## src/rtl/add_sub_acc_n.sv

```systemverilog
// Registered N-bit add/subtract/accumulate unit with valid/ready handshake,
// optional signed saturation and carry/overflow/zero/saturation flags.
module add_sub_acc_n #(
   parameter int N      = 8,
   parameter bit SAT_EN = 1'b1
) (
   input  logic         clk,
   input  logic         rst,
   input  logic [N-1:0] a_in,
   input  logic [N-1:0] b_in,
   input  logic [1:0]   op_in,
   input  logic         sat_in,
   input  logic         clr_in,
   input  logic         in_valid_in,
   output logic         in_ready_o,
   output logic [N-1:0] ss_o,
   output logic         co_o,
   output logic         ov_o,
   output logic         z_o,
   output logic         sat_o,
   output logic         out_valid_o,
   input  logic         out_ready_in
);

   logic [N-1:0] r_acc;
   logic [N-1:0] r_ss;
   logic         r_co;
   logic         r_ov;
   logic         r_z;
   logic         r_sat;
   logic         r_valid;

   logic         w_accept;
   logic         w_acc_mode;
   logic         w_sub;
   logic [N-1:0] w_l;
   logic [N-1:0] w_r;
   logic [N:0]   w_wide;
   logic [N-1:0] w_raw;
   logic         w_ov;
   logic         w_do_sat;
   logic [N-1:0] w_clamp;
   logic [N-1:0] w_res;

   assign in_ready_o = !r_valid | out_ready_in;
   assign w_accept   = in_valid_in & in_ready_o;
   assign w_acc_mode = op_in[1];
   assign w_sub      = op_in[0];

   // A clear arriving with an accumulate op makes that op start from zero.
   assign w_l = w_acc_mode ? (clr_in ? '0 : r_acc) : a_in;
   assign w_r = w_acc_mode ? a_in : b_in;

   assign w_wide = w_sub ? ({1'b0, w_l} - {1'b0, w_r})
                         : ({1'b0, w_l} + {1'b0, w_r});
   assign w_raw  = w_wide[N-1:0];

   assign w_ov = w_sub
      ? ((w_l[N-1] != w_r[N-1]) & (w_raw[N-1] != w_l[N-1]))
      : ((w_l[N-1] == w_r[N-1]) & (w_raw[N-1] != w_l[N-1]));

   assign w_do_sat = SAT_EN & sat_in & w_ov;
   assign w_clamp  = w_l[N-1] ? {1'b1, {(N-1){1'b0}}}
                              : {1'b0, {(N-1){1'b1}}};
   assign w_res    = w_do_sat ? w_clamp : w_raw;

   always_ff @(posedge clk) begin
      if (rst) begin
         r_ss    <= '0;
         r_co    <= 1'b0;
         r_ov    <= 1'b0;
         r_z     <= 1'b0;
         r_sat   <= 1'b0;
         r_valid <= 1'b0;
      end else if (w_accept) begin
         r_ss    <= w_res;
         r_co    <= w_wide[N];
         r_ov    <= w_ov;
         r_z     <= (w_res == '0);
         r_sat   <= w_do_sat;
         r_valid <= 1'b1;
      end else if (out_ready_in) begin
         r_valid <= 1'b0;
      end
   end

   always_ff @(posedge clk) begin
      if (rst) begin
         r_acc <= '0;
      end else if (w_accept & w_acc_mode) begin
         r_acc <= w_res;
      end else if (clr_in) begin
         r_acc <= '0;
      end
   end

   assign ss_o        = r_ss;
   assign co_o        = r_co;
   assign ov_o        = r_ov;
   assign z_o         = r_z;
   assign sat_o       = r_sat;
   assign out_valid_o = r_valid;

endmodule

```

## config.mk

```make
export PLATFORM = sky130hd
export DESIGN_NAME = add_sub_acc_n
export DESIGN_NICKNAME = d
export VERILOG_FILES = /design/src/rtl/add_sub_acc_n.sv
export SDC_FILE = /design/constraint.sdc
export NUM_CORES = 1
export LEC_CHECK = 0
export CORE_ASPECT_RATIO = 0.7
export CORE_UTILIZATION = 51
export DETAILED_ROUTE_END_ITERATION = 8
export PLACE_DENSITY = 0.8
export REMOVE_ABC_BUFFERS = 1
export SYNTH_ARGS = -nofsm -noshare
export SYNTH_HDL_FRONTEND = slang
export SYNTH_SLANG_ARGS = --single-unit
```

## constraint.sdc

```tcl
create_clock -name clk -period 4.6 [get_ports clk]
set_input_delay 0.92 -clock clk [delete_from_list [all_inputs] [get_ports clk]]
set_output_delay 0.92 -clock clk [all_outputs]
set_load 0.005 [all_outputs]
```

# Word level (Yosys, flattened, before mapping)
# Index checks and enable logic that the tools add are counted.
[totals]
register_bits = 21
latch_bits = 0
ram_bits = 0
rom_bits = 0
in_bits = 24
output_inout_bits = 14
wordCells = 31
memories = 0
[op_classes]
n_addsub = 2
n_mul = 0
div = 0
order_cmp = 0
n_eq_ne = 3
shift = 0
mux = 10
bitwise_logic = 6
reduce_logical = 3
[op_table]
columns = ["cell", "count"]
rows = [
  ["$mux 8", 6],
  ["$add 8x8->9", 1],
  ["$mux 9", 1],
  ["$sub 8x8->9", 1],
  ["$logic_not 8->1", 1],
  ["$and 1x1->1", 5],
  ["$mux 1", 3],
  ["$ne 1x1->1", 2],
  ["$reduce_bool 2->1", 1],
  ["$eq 1x1->1", 1],
  ["$logic_not 1->1", 1],
  ["$or 1x1->1", 1],
]

# Logic depth before layout (Yosys ltp)
# Gate-level depths: netlist (run 1).
[depth]
word_depth = 10
ltp_mapped = 15
depth_no_buf = 12

# Least setup slack after synthesis (run 1)
# Ideal clock, no wire load.
[synth_timing]
path_kind = "in2reg"
startpoint = "input op_in[1]"
endpoint = "register r_ss[2], in the netlist ss_o[2]"
setup_ns = 0.079
arrival_time_ns = 3.859
required_ns = 4.521
slack_ns = 0.661
cell_stages = 15
path_buffers = 3
path_cell_list = "buf_6 buf_2 mux2i_1 ha_1 o21a_1 a31oi_1 xor2_1 ha_1 a21oi_2 inv_2 o311a_4 nor4_4 buf_6 nor2_2 a211oi_2"
[synth_via]
elab_chain_cells = 8
elab_cells_between_ends = 14
cone_classes = "add/sub (2); eq/ne (3); mux (6); bitwise (3)"
[synth_rtl]
columns = ["item", "line", "rtl"]
rows = [
  ["start: declaration", "11", "input logic [1:0] op_in,"],
  ["$mux 8, on equally long branches", "51, 52", ""],
  ["$add 8x8->9 or $sub 8x8->9 (tied branches)", "55, 54", ""],
  ["$mux 9", "54", "assign w_wide = w_sub ? ({1'b0, w_l} - {1'b0, w_r})"],
  ["$ne 1x1->1", "59, 60", ""],
  ["$and 1x1->1, on equally long branches", "60, 59", ""],
  ["$mux 1", "59", "? ((w_l[N-1] != w_r[N-1]) & (w_raw[N-1] != w_l[N-1]))"],
  ["$and 1x1->1", "62", "assign w_do_sat = SAT_EN & sat_in & w_ov;"],
  ["$mux 8 *", "65", "assign w_res = w_do_sat ? w_clamp : w_raw;"],
  ["end signal: assignment", "76", "r_ss <= w_res;"],
  ["end: declaration", "26", "logic [N-1:0] r_ss;"],
]
# Mark *: on every way between the ends. The rest lies on a longest branch, timed or not.
# A chain may end at the register's enable or synchronous reset.

# Final worst setup path (run 1)
# Same ends and word-level chain as after synthesis.

==> flow_metrics.env, run 1 <==
export IMPL_cts_htree_levels=1
export IMPL_coreArea_um2=3210
export IMPL_synthDistinctLibCells=50
export IMPL_grt_max_degree=28
export IMPL_crit_slowest_cell="clkdlybuf4s50_1"
export IMPL_critPathKind="input pin to flip-flop"
export IMPL_path_cells="clkdlybuf4s50_1 -> mux2i_1 -> ha_1 -> o21a_1 -> a31oi_1 -> xor2_1 -> ha_1 -> a21oi_2 -> inv_2 -> o311a_4 -> nor4_4 -> buf_4 -> nor2_2 -> a211oi_2"
export IMPL_port_buffers=37
export IMPL_clk_latency_ps=260
export IMPL_cts_buffer_depth=2
export IMPL_clock_sinks=21
export IMPL_finalSetupTns_ps=0
export IMPL_maxCapViolCount=0
export IMPL_skew_ps=1.46
export IMPL_detail_route_iter0_violations=146
export IMPL_worst_pin_slew_ps=625
export IMPL_ant_nets=0
export IMPL_area_growth_pct=26.3
export IMPL_hold_viol_final=0
export IMPL_dpl_hpwl_um=3220
export IMPL_synth_warnings=0
export IMPL_crit_required_ps=4790
export IMPL_crit_family="compound AO/OA/AOI/OAI gates"
export IMPL_num_antenna_cells=0
export IMPL_critPathCaptureType="flip-flop"
export IMPL_num_vias=1633
export IMPL_power_density_nw_per_um2=290
export IMPL_min_delay_path_class="flip-flop to flip-flop"
export IMPL_r2r_setup_slack_ps=1860
export IMPL_grt_pass1_vias=1443
export IMPL_synthTopCellsByCount="nor2_1 (29), dfxtp_1 (21), nand2_1 (15)"
export IMPL_placed_cell_area_um2=2180
export IMPL_avgRoutedWirePerCell_um=13.2
export IMPL_die_area_um2=3690
export IMPL_fin_nets=291
export IMPL_max_vdd_ir_drop_v=0.000193
export IMPL_gr_total_overflow=0
export IMPL_slew_viol_final=0
export IMPL_ys_top_cells_by_area="dfxtp_1 (24%), mux2i_1 (8.0%), ha_1 (6.4%)"
export IMPL_fin_util=0.692
export IMPL_min_path_cells=2
export IMPL_fmax_mhz=227
export IMPL_clk_pin_slew_ps=70
export IMPL_r2r_cells=9
export IMPL_status="complete, no violations"
export IMPL_synth_edf_count=0
export IMPL_cp_start_kind="input pin"
export IMPL_grt_pass1_wl_um=6700
export IMPL_initial_core_util=0.548
export IMPL_die_x_um=72.2
export IMPL_antenna_found_initial=0
export IMPL_cts_root_buf="clkbuf_8"
export IMPL_r2r_start="r_acc[7]$_SDFF_PP0_"
export IMPL_finalWirelength_um=4000
export IMPL_num_rows=17
export IMPL_synthCells=220
export IMPL_fin_area_um2=2220
export IMPL_hold_path_endpoint="co_o$_SDFFE_PP0P_"
export IMPL_rsz0062_at_grt="false"
export IMPL_cpPeakStageDelay_ps=610
export IMPL_place_gp_congestion=0.825
export IMPL_fin_crit_sh=0.956
export IMPL_drive_gt1_frac=0.0898
export IMPL_p_leak_nw=0.940
export IMPL_remaining_drc_errors=0
export IMPL_synth_seq_area_share=0.239
export IMPL_cts_tree="done"
export IMPL_synth_flop_cell="dfxtp_1"
export IMPL_io_pins=38
export IMPL_post_cts_setup_buffers=0
export IMPL_reg2reg_to="ss_o[2]$_SDFFE_PP0P_"
export IMPL_path_common_cell="ha_1"
export IMPL_syn_avg_cell_area_um2=8.00
export IMPL_syn_area_um2=1760
export IMPL_ys_ff_latch=21
export IMPL_grt_util_all_layers=0.237
export IMPL_cts_resized=0
export IMPL_synth_top_cell_by_area="dfxtp_1"
export IMPL_maxSlewHeadroom=0.584
export IMPL_ys_async_sr_fraction=0
export IMPL_firstDrtPassIters=5
export IMPL_arrival_ps=4590
export IMPL_hold_buffers=0
export IMPL_hold_start="co_o$_SDFFE_PP0P_"
export IMPL_setup_viol=0
export IMPL_synth_top_area_frac=0.239
export IMPL_dieHeight_um=51.2
export IMPL_yosysMostFrequentCell="nor2_1"
export IMPL_avgViaCountPerCell=5.39
export IMPL_path_buf_inv=3
export IMPL_numCtsBuffers=3
export IMPL_critical_path_max_fanout=8
export IMPL_final_min_clock_period_ps=4400
-- report_power, final --
group | internal [mW] | switching [mW] | leakage [nW]
sequential | 0.206 | 0.0101 | 0.174
combinational | 0.146 | 0.164 | 0.744
clock | 0.0617 | 0.0575 | 0.0228
total | 0.414 | 0.231 | 0.940
-- tightest hold or removal path: stages (launching register included) --
cell	delay [ps]
dfxtp_1	310
nor2_1	90
a211oi_1	50
-- cell usage in the layout, fill, tap and decap left out, types with 9 or more instances in the layout --
master / netlist / layout
a21oi_1: 13 / 13
clkdlybuf4s50_1: 0 / 37
dfxtp_1: 21 / 21
ha_1: 9 / 9
inv_1: 9 / 9
mux2i_1: 14 / 14
nand2_1: 15 / 15
nand2b_1: 10 / 10
nor2_1: 29 / 29
xor2_1: 9 / 9
-- logic make-up after synthesis --
logic type | count (synthesis) | synth area share
AOI/OAI and AO/OA | 60 | 0.237
muxes | 16 | 0.0988
adders and majority gates | 10 | 0.0753
and+or+nand+nor | 79 | 0.229
xor gates and xnor gates | 12 | 0.0640
buffers and inverters | 22 | 0.0576
DFF | 21 | 0.239
-- how the worst max path moves through the flow --
stage / from / end / slack (ps) / depth (start not counted)
detailed placement: op_in[1] / r_acc[4]$_SDFF_PP0_ / 10 / 13
CTS: op_in[1] / r_acc[4]$_SDFF_PP0_ / 290 / 13
finish: op_in[1] / ss_o[2]$_SDFFE_PP0P_ / 200 / 14
floorplan: op_in[1] / r_acc[3]$_SDFF_PP0_ / 840 / 12
global route: op_in[1] / r_acc[2]$_SDFF_PP0_ / 40 / 14
global placement: op_in[1] / ss_o[5]$_SDFFE_PP0P_ / 130 / 13
-- flip-flops by register name (all words and copies together), names as in the netlist --
register,flops
r_acc,8
ss_o,8
co_o,1
out_valid_o,1
ov_o,1
sat_o,1
z_o,1
-- cell type report --
type	count	area, um^2
clock buffers	4	45.0
fillers	279	988
inverters	10	37.5
multi-input cells	177	1240
flip-flops and latches	21	420
well taps	47	58.8
repair buffers	44	423
-- layer usage --
layer / track usage / wire (um) / up-vias
li1: - / - / 854
met1: 0.353 / 2130 / 734
met2: 0.352 / 1690 / 40
met3: 0.0473 / 143 / 5
met4: 0.0490 / 32 / 0
met5: 0 / 0 / -
-- per-stage QoR --
step           worst slack (ps)  total power [mW]  cells  hold slack (ps)
4_1_cts                     287             0.646    303              502
6_report                    201             0.645    303              500
3_3_place_gp                131             0.521    299              493
2_1_floorplan               837             0.414    208              467
5_1_grt                    39.4             0.691    303              531
3_5_place_dp               13.9             0.528    299              492
(Power assumes the default switching activity.)
==> run 2, diff against run 1 <==
- HOLD_SLACK_MARGIN: not set -> 0.02
==> results of run 2 <==
The final DEF is identical to that of run 1; final timing and power are the same.
==> variant 1, RTL diff (flow settings as in run 1) <==
`SAT_EN`: 1'b1 -> 1'b0.
--- a/src/rtl/add_sub_acc_n.sv
+++ b/src/rtl/add_sub_acc_n.sv
@@ -2,7 +2,7 @@
 // optional signed saturation and carry/overflow/zero/saturation flags.
 module add_sub_acc_n #(
    parameter int N      = 8,
-   parameter bit SAT_EN = 1'b1
+   parameter bit SAT_EN = 1'b0
 ) (
    input  logic         clk,
    input  logic         rst,
Formal check against the unedited RTL: not equivalent (a bounded check fails within 4 cycles, from zero or initial values and one cycle with rst high).
==> variant 1 against run 1 <==
  * Synthesized area decreased by 10%
  * Die area decreased by 9.7%
  * Design area decreased by 10%
  * Critical path depth decreased by 3
  * Fmax increased by 10%
  * Worst setup slack improved by 0.42 ns
  * Sequential cell count decreased by 1
  * Power decreased by 15%
  * Routed wire length decreased by 7.9%
  * Critical path type unchanged
  * Critical endpoint is now ov_o
==> variant 1: results (changes against run 1) <==
| Metric | Value |
|---|---|
| Adder-Cell Fraction of Synth Area | `0.0837 (+0.00839)` |
| Metal1 wirelength | `1840 um (-13%)` |
| Sequential share of the synthesized area | `0.253 (+0.0140)` |
| Mux cell area share after synthesis | `0.0798 (-0.0190)` |
| Crit Path Max Fanout | `15 (+7)` |
| First DRT Iteration DRCs | `93 (-36%)` |
| IR drop worst, VDD | `0.000170 V (-11%)` |
| Pleak | `0.794 nW (-16%)` |
| Skew final | `0.00973 ns (+0.00827 ns)` |
| DR pass1 iterations | `4 (-1)` |
| Synth top area cells | `dfxtp_1 (25%), ha_1 (7.1%), a21oi_1 (5.7%)` |
| Layout cells sized above 1 | `0.0690 (-0.0209)` |
| Met1 Resource Use GR | `0.337 (-0.0165)` |
| Wirelength per Cell | `13.7 um (+4.1%)` |
| Met3 global-route usage | `0.0590 (+0.0116)` |
| Largest net degree at the start of global routing | `22 (-21%)` |
| GRT Resource Usage Total | `0.241 (+0.00343)` |
| Status | `finished, final reports clean` |
| Top cells by count, synth | `dfxtp_1 (20), a21oi_1 (18), nand2_1 (18)` |
| Final Non-Filler Cells | `268 (-12%)` |
| WL met2 | `1580 um (-6.3%)` |
| Mapped Cells | `200 (-9.1%)` |
| Critical Path Max Stage Delay | `0.57 ns (-0.04 ns)` |
| Crit path max-delay cell type | `o32ai_1` |
| Met3 WL | `224 um (+57%)` |
| Gp weighted congestion | `0.841 (+1.9%)` |
| Compound-Gate Fraction of Synth Area | `0.224 (-0.0123)` |
-- variant 1: cell families (layout without fill, tap and decap cells) --
kind of cell               after synthesis  after routing
AOI/OAI and AO/OA                       53             53
other                                    1              1
adders and majority gates               10             10
DFF                                     20             20
muxes                                   12             12
and+or+nand+nor                         74             74
xor gates and xnor gates                10             10
buffers and inverters                   20             52
-- variant 1: metrics by stage --
stage	util	area [um^2]	total power, mW
2_1_floorplan	-	1530	0.352
3_3_place_gp	0.684	1960	0.429
3_5_place_dp	0.684	1960	0.438
4_1_cts	0.698	2000	0.550
5_1_grt	0.698	2000	0.587
6_report	0.698	2000	0.550
-- variant 1: worst paths after layout --
check | cells after the start | slack [ns] | start | to
worst max-delay path | 11 | 0.62 | op_in[1] | ov_o
worst min-delay path | 2 | 0.46 | ss_o[4] | ss_o[4]
worst max register to register | 8 | 2.01 | r_acc[0] | z_o
worst min register to register | 2 | 0.46 | ss_o[4] | ss_o[4]
-- variant 1: power by group --
part | leakage [nW] | internal [mW] | switching, mW
logic | 0.608 | 0.116 | 0.126
clock network | 0.0216 | 0.0582 | 0.0535
registers | 0.164 | 0.190 | 0.00693
-- variant 1: final cells by class --
class | instances | share of cell area
timing repair buffer | 39 | 0.190
tap | 36 | 0.0225
inverter | 10 | 0.0188
clock buffer | 3 | 0.0207
multi-input combinational | 160 | 0.548
sequential | 20 | 0.200
-- variant 1: worst max-delay path: cells and delay by family --
family                   cells  cell delay (ns)
AO/OA/AOI/OAI                6             1.81
XOR/XNOR                     1             0.19
adder cells (fa/ha/maj)      1             0.35
buffers and inverters        2             0.73
AND/OR/NAND/NOR              1             0.12
==> variant 2, RTL diff (config.mk and constraints of run 1) <==
Without the edit above. Make the reset (`rst`) asynchronous in 2 clocked blocks.
--- a/src/rtl/add_sub_acc_n.sv
+++ b/src/rtl/add_sub_acc_n.sv
@@ -64,7 +64,7 @@
                               : {1'b0, {(N-1){1'b1}}};
    assign w_res    = w_do_sat ? w_clamp : w_raw;
 
-   always_ff @(posedge clk) begin
+   always_ff @(posedge clk or posedge rst) begin
       if (rst) begin
          r_ss    <= '0;
          r_co    <= 1'b0;
@@ -84,7 +84,7 @@
       end
    end
 
-   always_ff @(posedge clk) begin
+   always_ff @(posedge clk or posedge rst) begin
       if (rst) begin
          r_acc <= '0;
       end else if (w_accept & w_acc_mode) begin
Behaviour: differs if rst is asserted again (counterexample within 4 cycles, from zero or initial values and one cycle with rst high); with rst held inactive, the same outputs for 10 cycles.
==> variant 2 against run 1 <==
  * The flow now finishes with violations (DRC)
  * Design area shrank 3.5%
  * Routed wire length shrank 8.2%
  * Die area shrank 2.9%
  * Non-clock buffer count shrank 5
  * Sequential cell count is the same
  * Clock skew is essentially flat
  * Worst hold slack lost 0.024 ns
  * Synthesized area shrank 3.1%
  * Count of clock-buffer cells in the layout is the same
  * Power grew 8.7%
  * Combinational power grew 9.4%
  * Worst setup slack gained 0.43 ns
  * Synthesized cell count shrank 8.6%
  * Critical endpoint is now ss_o[3]
==> variant 2: results (changes against run 1) <==
| Metric | Value |
|---|---|
| Status | `complete, but fails checks` |
| Failing checks | `DRC` |
| Vias in the first global route | `1336 (-7.4%)` |
| First-pass GRT wire length | `6160 um (-8.0%)` |
| HP Start | `co_o` |
| Crit Path Max Fanout | `17 (+9)` |
| Top cells by count, synth | `dfrtp_1 (21), nor2_1 (19), o21ai_0 (18)` |
| Vias per Instance | `5.64 (+4.6%)` |
| GRT Resource Usage Total | `0.216 (-0.0210)` |
| FF-to-FF Start | `r_acc[0]` |
| Pleak | `0.929 nW (-1.2%)` |
| First DRT Iteration DRCs | `81 (-45%)` |
| Min Hold Slack | `0.476 ns (-0.0240 ns)` |
| IR drop worst, VDD | `0.000260 V (+35%)` |
| Post-Route WL | `3670 um (-8.2%)` |
| Layout cells sized above 1 | `0.0424 (-0.0475)` |
| Gp weighted congestion | `0.902 (+9.4%)` |
| DR pass1 iterations | `8 (+3)` |
| Initial antenna violation count | `0 (unchanged)` |
| Synth Area in XOR/XNOR | `0.0828 (+0.0189)` |
| Path depth of the worst reg2reg path | `11 (+2)` |
| WHS Endpoint | `co_o` |
| Synth unique cells | `42 (-16%)` |
| Mux cell area share after synthesis | `0.0645 (-0.0343)` |
| Synth top area cells | `dfrtp_1 (31%), ha_1 (6.6%), mux2i_1 (6.5%)` |
| Register-to-register setup slack | `1.95 ns (+0.09 ns)` |
| Largest net degree at the start of global routing | `22 (-21%)` |
| Max-slew headroom | `0.479 (-0.105)` |
| Pre-CTS setup slack | `0.364 ns (+0.350 ns)` |
| Compound-Gate Fraction of Synth Area | `0.223 (-0.0138)` |
| DR top layer | `met3` |
| DRC Markers | `2 (+2)` |
| Sequential share of the synthesized area | `0.308 (+0.0691)` |
| Fin nets | `271 (-6.9%)` |
| DP HPWL | `2920 um (-9.3%)` |
| Critical path data arrival time | `4.08 ns (-0.51 ns)` |
| Reg-to-reg endpoint | `z_o` |
| WL met2 | `1500 um (-11%)` |
| Critical Path Max Stage Delay | `0.58 ns (-0.03 ns)` |
| Met3 WL | `207 um (+45%)` |
| Adder-Cell Fraction of Synth Area | `0.0777 (+0.00238)` |
| Skew final | `0.00113 ns (-0.000336 ns)` |
[variant 2: logic make-up after synthesis]
family / after synthesis
AO/OA/AOI/OAI: 60
XOR/XNOR: 14
adder cells (fa/ha/maj): 10
buffers and inverters: 19
flip-flops: 21
multiplexers: 11
AND/OR/NAND/NOR: 66
[variant 2: power by group]
part           internal, mW  switching, mW  leakage (nW)
clock                0.0616         0.0570        0.0228
sequential            0.225         0.0196         0.258
combinational         0.167          0.171         0.648
[variant 2: critical path: cells and delay by family]
family | cells | cell delay [ns]
buf+inv | 1 | 0.58
mux | 1 | 0.32
xor+xnor | 2 | 0.38
simple gates | 3 | 0.45
fa+ha+maj | 1 | 0.37
compound gates | 4 | 1.05
[variant 2: routing by layer]
layer / up-vias / GRT usage
met3: 0 / 0.0442
met4: 0 / 0.0133
met5: - / 0
met1: 711 / 0.332
met2: 48 / 0.327
li1: 785 / -
[variant 2: area by class of cell]
class	count	area (um^2)
Tap cell	38	47.5
Fill cell	281	1020
Clock buffer	4	45.0
Timing Repair Buffer	39	385
Sequential cell	21	526
Multi-Input combinational cell	161	1100
Inverter	11	41.3
[variant 2: per-stage QoR]
stage,std cells,power [mW]
floorplan,193,0.447
global placement,270,0.580
detailed placement,270,0.584
CTS,274,0.703
global route,274,0.751
finish,274,0.701
[variant 2: worst max-delay path by stage]
| stage | startpoint | to | slack [ns] | cells after the start |
|---|---|---|---|---|
| after CTS | op_in[1] | ss_o[1] | 0.61 | 12 |
| after floorplan | op_in[1] | ov_o | 1.38 | 11 |
| final | op_in[1] | ss_o[3] | 0.64 | 12 |
| after global routing | op_in[1] | ss_o[0] | 0.35 | 13 |
| after global placement | op_in[1] | ss_o[1] | 0.42 | 12 |
| after detailed placement | op_in[1] | ss_o[3] | 0.36 | 12 |
